**config.mk**
```make
export PLATFORM = sky130hd
export DESIGN_NAME = vga_timing_gen_flat
export DESIGN_NICKNAME = d
export VERILOG_FILES = /design/src/rtl/vga_timing_gen_if.sv /design/src/rtl/vga_timing_gen.sv /design/src/flat_wrapper.sv
export SDC_FILE = /design/constraint.sdc
export NUM_CORES = 1
export LEC_CHECK = 0
export CORE_ASPECT_RATIO = 1.5
export CORE_UTILIZATION = 50
export CTS_CLUSTER_SIZE = 10
export DETAILED_ROUTE_END_ITERATION = 10
export HOLD_SLACK_MARGIN = 0.1
export PLACE_DENSITY_LB_ADDON = 0.15
export SLEW_MARGIN = 40
export SYNTH_ARGS = -nofsm -noshare
export SYNTH_HDL_FRONTEND = slang
export SYNTH_SLANG_ARGS = --single-unit
```
**constraint.sdc**
```tcl
create_clock -name CLK_25 -period 2.4 [get_ports CLK_25]
set_input_delay 0.48 -clock CLK_25 [delete_from_list [all_inputs] [get_ports CLK_25]]
set_output_delay 0.48 -clock CLK_25 [all_outputs]
set_load 0.01 [all_outputs]
```
**src/rtl/vga_timing_gen_if.sv**
```systemverilog
// Raster timing bundle between vga_timing_gen (master) and its consumers (slave).
// EN flows into the generator; every other signal is produced by it.
interface vga_timing_gen_if #(
    parameter int XW = 11
);
    logic          EN;
    logic          VGA_HS;
    logic          VGA_VS;
    logic          VGA_BLANK_N;
    logic          VGA_SYNC_N;
    logic          ACTIVE;
    logic [XW-1:0] X;
    logic [XW-1:0] Y;
    logic          LINE_START;
    logic          FRAME_START;

    modport master (
        input  EN,
        output VGA_HS, VGA_VS, VGA_BLANK_N, VGA_SYNC_N, ACTIVE,
               X, Y, LINE_START, FRAME_START
    );

    modport slave (
        output EN,
        input  VGA_HS, VGA_VS, VGA_BLANK_N, VGA_SYNC_N, ACTIVE,
               X, Y, LINE_START, FRAME_START
    );
endinterface

```
**src/rtl/vga_timing_gen.sv**
```systemverilog
// Parametrised VGA/LCD raster timing generator on CLK_25 with pixel-advance enable.
// Optional VGA_TIMING_PREFETCH_EN: sync/blank/strobes lag X/Y by one extra EN cycle.
module vga_timing_gen #(
    parameter int H_ACT   = 640,
    parameter int H_FRONT = 16,
    parameter int H_SYNC  = 96,
    parameter int H_BACK  = 48,
    parameter int V_ACT   = 480,
    parameter int V_FRONT = 11,
    parameter int V_SYNC  = 2,
    parameter int V_BACK  = 32,
    parameter bit HS_POL  = 1'b0,
    parameter bit VS_POL  = 1'b0,
    parameter int XW      = 11
) (
    input  logic              CLK_25,
    input  logic              RST_N,
    vga_timing_gen_if.master  bus
);
    localparam int H_BLANK = H_FRONT + H_SYNC + H_BACK;
    localparam int H_TOTAL = H_BLANK + H_ACT;
    localparam int V_BLANK = V_FRONT + V_SYNC + V_BACK;
    localparam int V_TOTAL = V_BLANK + V_ACT;
    localparam int HW      = $clog2(H_TOTAL);
    localparam int VW      = $clog2(V_TOTAL);

    localparam logic [HW-1:0] HC_LAST = HW'(H_TOTAL - 1);
    localparam logic [HW-1:0] HS_BEG  = HW'(H_FRONT);
    localparam logic [HW-1:0] HS_END  = HW'(H_FRONT + H_SYNC);
    localparam logic [HW-1:0] HC_ACT  = HW'(H_BLANK);
    localparam logic [VW-1:0] VC_LAST = VW'(V_TOTAL - 1);
    localparam logic [VW-1:0] VS_BEG  = VW'(V_FRONT);
    localparam logic [VW-1:0] VS_END  = VW'(V_FRONT + V_SYNC);
    localparam logic [VW-1:0] VC_ACT  = VW'(V_BLANK);

    logic [HW-1:0] r_hc;
    logic [VW-1:0] r_vc;

    // NOTE: clocked state uses non-blocking assignments so every register samples pre-edge values.
    always_ff @(posedge CLK_25 or negedge RST_N) begin
        if (!RST_N) begin
            r_hc <= '0;
            r_vc <= '0;
        end else if (bus.EN) begin
            if (r_hc == HC_LAST) begin
                r_hc <= '0;
                r_vc <= (r_vc == VC_LAST) ? '0 : r_vc + VW'(1);
            end else begin
                r_hc <= r_hc + HW'(1);
            end
        end
    end

    logic          w_h_act, w_v_act;
    logic          w_hs, w_vs, w_active, w_ls, w_fs;
    logic [XW-1:0] w_x, w_y;

    // NOTE: every signal is assigned on every pass through this block, so no latch can be inferred.
    always_comb begin
        w_h_act  = (r_hc >= HC_ACT);
        w_v_act  = (r_vc >= VC_ACT);
        w_hs     = ((r_hc >= HS_BEG) && (r_hc < HS_END)) ? HS_POL : ~HS_POL;
        w_vs     = ((r_vc >= VS_BEG) && (r_vc < VS_END)) ? VS_POL : ~VS_POL;
        w_active = w_h_act && w_v_act;
        w_x      = w_h_act ? XW'(r_hc - HC_ACT) : '0;
        w_y      = w_v_act ? XW'(r_vc - VC_ACT) : '0;
        w_ls     = w_active && (r_hc == HC_ACT);
        w_fs     = w_ls && (r_vc == VC_ACT);
    end

    logic w_o_hs, w_o_vs, w_o_active, w_o_ls, w_o_fs;

`ifdef VGA_TIMING_PREFETCH_EN
    logic r_p_hs, r_p_vs, r_p_active, r_p_ls, r_p_fs;

    // Inner strobes hold across EN=0 so the outer stage still sees them on the next EN cycle.
    always_ff @(posedge CLK_25 or negedge RST_N) begin
        if (!RST_N) begin
            r_p_hs     <= ~HS_POL;
            r_p_vs     <= ~VS_POL;
            r_p_active <= 1'b0;
            r_p_ls     <= 1'b0;
            r_p_fs     <= 1'b0;
        end else if (bus.EN) begin
            r_p_hs     <= w_hs;
            r_p_vs     <= w_vs;
            r_p_active <= w_active;
            r_p_ls     <= w_ls;
            r_p_fs     <= w_fs;
        end
    end

    assign w_o_hs     = r_p_hs;
    assign w_o_vs     = r_p_vs;
    assign w_o_active = r_p_active;
    assign w_o_ls     = r_p_ls;
    assign w_o_fs     = r_p_fs;
`else
    assign w_o_hs     = w_hs;
    assign w_o_vs     = w_vs;
    assign w_o_active = w_active;
    assign w_o_ls     = w_ls;
    assign w_o_fs     = w_fs;
`endif

    logic          r_hs, r_vs, r_active, r_ls, r_fs;
    logic [XW-1:0] r_x, r_y;

    always_ff @(posedge CLK_25 or negedge RST_N) begin
        if (!RST_N) begin
            r_hs     <= ~HS_POL;
            r_vs     <= ~VS_POL;
            r_active <= 1'b0;
            r_x      <= '0;
            r_y      <= '0;
            r_ls     <= 1'b0;
            r_fs     <= 1'b0;
        end else if (bus.EN) begin
            r_hs     <= w_o_hs;
            r_vs     <= w_o_vs;
            r_active <= w_o_active;
            r_x      <= w_x;
            r_y      <= w_y;
            r_ls     <= w_o_ls;
            r_fs     <= w_o_fs;
        end else begin
            // Strobes last one CLK_25 cycle even when EN is held low afterwards.
            r_ls <= 1'b0;
            r_fs <= 1'b0;
        end
    end

    assign bus.VGA_HS      = r_hs;
    assign bus.VGA_VS      = r_vs;
    assign bus.VGA_BLANK_N = r_active;
    assign bus.ACTIVE      = r_active;
    assign bus.VGA_SYNC_N  = 1'b0;
    assign bus.X           = r_x;
    assign bus.Y           = r_y;
    assign bus.LINE_START  = r_ls;
    assign bus.FRAME_START = r_fs;
endmodule

```
**src/flat_wrapper.sv**
```systemverilog
// flat-port wrapper written by rule: the top's interface ports become plain ports
module vga_timing_gen_flat 
#(
    parameter int H_ACT   = 640,
    parameter int H_FRONT = 16,
    parameter int H_SYNC  = 96,
    parameter int H_BACK  = 48,
    parameter int V_ACT   = 480,
    parameter int V_FRONT = 11,
    parameter int V_SYNC  = 2,
    parameter int V_BACK  = 32,
    parameter bit HS_POL  = 1'b0,
    parameter bit VS_POL  = 1'b0,
    parameter int XW      = 11
)
  (CLK_25, RST_N, bus_EN, bus_VGA_HS, bus_VGA_VS, bus_VGA_BLANK_N, bus_VGA_SYNC_N, bus_ACTIVE, bus_X, bus_Y, bus_LINE_START, bus_FRAME_START);
  vga_timing_gen_if #(.XW(XW)) bus_i ();
  input  logic CLK_25;
  input  logic RST_N;
  input wire logic [$bits(bus_i.EN)-1:0] bus_EN;
  output wire logic [$bits(bus_i.VGA_HS)-1:0] bus_VGA_HS;
  output wire logic [$bits(bus_i.VGA_VS)-1:0] bus_VGA_VS;
  output wire logic [$bits(bus_i.VGA_BLANK_N)-1:0] bus_VGA_BLANK_N;
  output wire logic [$bits(bus_i.VGA_SYNC_N)-1:0] bus_VGA_SYNC_N;
  output wire logic [$bits(bus_i.ACTIVE)-1:0] bus_ACTIVE;
  output wire logic [$bits(bus_i.X)-1:0] bus_X;
  output wire logic [$bits(bus_i.Y)-1:0] bus_Y;
  output wire logic [$bits(bus_i.LINE_START)-1:0] bus_LINE_START;
  output wire logic [$bits(bus_i.FRAME_START)-1:0] bus_FRAME_START;
  assign bus_i.EN = bus_EN;
  assign bus_VGA_HS = bus_i.VGA_HS;
  assign bus_VGA_VS = bus_i.VGA_VS;
  assign bus_VGA_BLANK_N = bus_i.VGA_BLANK_N;
  assign bus_VGA_SYNC_N = bus_i.VGA_SYNC_N;
  assign bus_ACTIVE = bus_i.ACTIVE;
  assign bus_X = bus_i.X;
  assign bus_Y = bus_i.Y;
  assign bus_LINE_START = bus_i.LINE_START;
  assign bus_FRAME_START = bus_i.FRAME_START;
  vga_timing_gen #(.H_ACT(H_ACT), .H_FRONT(H_FRONT), .H_SYNC(H_SYNC), .H_BACK(H_BACK), .V_ACT(V_ACT), .V_FRONT(V_FRONT), .V_SYNC(V_SYNC), .V_BACK(V_BACK), .HS_POL(HS_POL), .VS_POL(VS_POL), .XW(XW)) u_core (.CLK_25(CLK_25), .RST_N(RST_N), .bus(bus_i));
endmodule
```
==> impl_metrics.py <==
metrics = {
    "logic_synthesis": {
        "synthDominantCellAreaShare_pct": 45.07,
        "syn_area_mm2": 0.002499,
        "number_of_enable_type_register_cells_in_the_synthesized_netlist": 0,
        "ys_seq_elements": 47,
        "post_synth_num_cell_types": 57,
        "mappedNetlistNets": 258,
        "leading_cell_types_by_count_after_synthesis": "dfrtp_1, nand2_1, nor2_1",
        "synth_seq_area_share_pct": 47.17,
        "netlist.top_cell.by_area": "dfrtp_1",
        "yosys-top-cells-area": "dfrtp_1, o2bb2ai_1, xnor2_1, ha_1, nand2_1",
        "post-synth-top-count-cell": "dfrtp_1",
        "syn_avg_cell_area_um2": 10.12,
        "synth_async_sr_flop_share_pct": 100.0,
        "postSynth.topFlopCell": "dfrtp_1",
        "ys_warn_count": 0,
        "synth_cells": 247,
    },
    "worst_setup_path": {
        "critPathRequiredTime_ps": 2580,
        "crit_type": "reg -> reg",
        "critical_path_peak_fanout": 10,
        "critPathCaptureType": "register",
        "cp.arrival_ps": 2220,
        "worst_setup_path_start_kind": "register",
    },
    "clock_network": {
        "postCtsResizedCells": 0,
        "tritoncts_buffers": 5,
        "tritoncts": "built",
        "cts_sinks": 47,
        "number_of_buffers_inserted_to_repair_setup_after_cts": 0,
        "htree_num_levels": 2,
        "cts.reportedPaths.clkPinSlew_ps": 90,
        "cts_hold_repair.buffers": 0,
        "clock_tree.buffer_depth": 2,
        "root_buffer": "clkbuf_8",
        "clk_latency_ps": 300,
    },
    "routing": {
        "wl_met2_mm": 2.928,
        "routed.top_layer": "met4",
        "detail_route.wl_per_cell_um": 15.70,
        "firstDrtPassIters": 4,
        "drt-met1-wl_mm": 2.148,
        "detail-route-antenna-nets": 0,
        "drc_viols": 0,
        "postRouteWirelength_mm": 5.353,
        "via_per_inst": 5.639,
        "detailedRoute.firstIterationViolations": 68,
        "vias": 1923,
        "wl_met3_um": 105,
    },
    "final_layout": {
        "final_net_count": 285,
        "final_layout_size_suffix_gt1_share_pct": 11.64,
        "layout-area-overhead-vs-synth_pct": 18.93,
        "final_cell_area_mm2": 0.002972,
        "diodes_inserted": 0,
        "utilization_pct": 61.78,
    },
    "floorplanning": {
        "fp.dieW_um": 59.72,
        "fp-row-count": 31,
        "floorplan.initialDensity_pct": 51.95,
        "ioPinCount": 32,
        "die_area_mm2": 0.005290,
        "core_region_area_mm2": 0.004810,
        "floorplan.die.height_um": 88.58,
    },
    "power_and_ir_drop": {
        "vdd_drop_max_uv": 341.9,
        "power.leakage_nw": 1.284,
        "total_power_consumption_w": 0.002309,
        "p_per_area_mw_per_mm2": 776.9,
    },
    "timing": {
        "finalMaxSlewViolations": 0,
        "post-route-min-period_ps": 2037,
        "ratio_of_final_minimum_period_to_clock_period_pct": 84.86,
        "worst_pin_slew_ps": 507.3,
        "finalSetupTns_ps": 0,
        "report.final.setup_viol": 0,
        "setup_repair_after_global_routing_missed_its_margin": "no",
        "maxSlewHeadroom_pct": 65.87,
        "finalClockSkew_ps": 3.069,
        "final.setup.worst_slack_ps": 363.3,
        "timing.fmax_mhz": 491.0,
        "timing.final.hold_violations": 0,
    },
    "global_route": {
        "grt_pass1_wl_mm": 8.838,
        "first_global_vias": 1877,
        "antenna_found_initial": 0,
        "gr-total-overflow": 0,
        "gr-usage-all-layers_pct": 22.31,
        "grt_max_degree": 36,
    },
    "place": {
        "dp_hpwl_mm": 3.946,
        "port_buffers": 30,
        "place_worst_setup_slack_ps": 155.1,
        "placement.cell_area_mm2": 0.002851,
        "routabilityCongestion": 0.8548,
    },
    "min_path": {
        "hp-class": "in -> async",
    },
    "flow_run": {
        "maxCapViolCount": 0,
    },
    "status": {
        "run_status": "completed",
    },
}
kinds of logic after synthesis:
group	share of synthesized area, %
adder cells (fa/ha/maj)	4.006
multiplexers	0.8012
AO/OA/AOI/OAI	16.23
flip-flops	47.17
buffers and inverters	5.808
XOR/XNOR	6.309
other	0.1501
AND/OR/NAND/NOR	19.53
registers in the layout, summed over array words and instances (netlist names):
register	count
u_core.bus.Y	11
u_core.bus.X	11
u_core.bus.VGA_HS	1
u_core.bus.FRAME_START	1
u_core.bus.VGA_VS	1
u_core.r_hc	10
u_core.bus.ACTIVE	1
u_core.r_vc	10
u_core.bus.LINE_START	1
final cells by class:
cell class              instances  area, um^2
flip-flops and latches         47        1179
multi-input cells             168        1175
repair buffers                 40       372.9
clock inverters                 2       35.03
well taps                      66       82.58
fillers                       446        1838
clock buffers                   6       82.58
inverters                      12       45.04
through the flow:
step                hold slack, ps  instances
floorplan                    184.4        247
global route                 145.7        341
CTS                          273.9        341
detailed placement           467.8        333
finish                       113.5        341
global placement             463.5        333
routing by layer:
| metal | up-vias | track usage, % |
|---|---|---|
| met5 | - | 0 |
| met4 | 0 | 11.42 |
| met3 | 14 | 2.778 |
| met2 | 35 | 40.00 |
| met1 | 944 | 25.28 |
| li1 | 930 | - |
placed cells by master (no fill, tap or decap), drive strengths merged, types with 6 or more instances in the layout:
cell and instances:
xnor2 12, clkbuf 6, inv 11, nand2 26, a21oi 6, ha 8
nor4 7, xor2 6, o2bb2ai 13, o31ai 8, nor2 18, buf 11
nand4 6, dfrtp 45, nand3 6, clkdlybuf4s50 29, o21ai 7
critical path, cell delays in order, from the launching register on:
cell and delay, ps:
dfrtp_1 500, or3_4 440, or2_0 340, o31ai_4 350, buf_4 210, o2bb2ai_1 80
worst paths after layout:
kind / endpoint / slack (ps) / depth (start not counted) / start
max in group asynchronous: u_core.r_vc[3] / 1810 / 2 / RST_N
setup reg to reg: u_core.bus.Y[0] / 360 / 5 / u_core.r_vc[6]
setup / recovery: u_core.bus.Y[0] / 360 / 5 / u_core.r_vc[6]
min in group CLK_25: u_core.bus.X[8] / 480 / 1 / u_core.bus.X[8]
hold reg to reg: u_core.bus.X[8] / 480 / 1 / u_core.bus.X[8]
hold / removal: u_core.bus.X[0] / 110 / 1 / RST_N
power by group:
part	total (W)	switching, W	internal (W)
sequential	0.00109	0.000160	0.000930
clock	0.000602	0.000265	0.000337
combinational	0.000616	0.000295	0.000320
No activity file was read; power rests on OpenSTA's default activity.
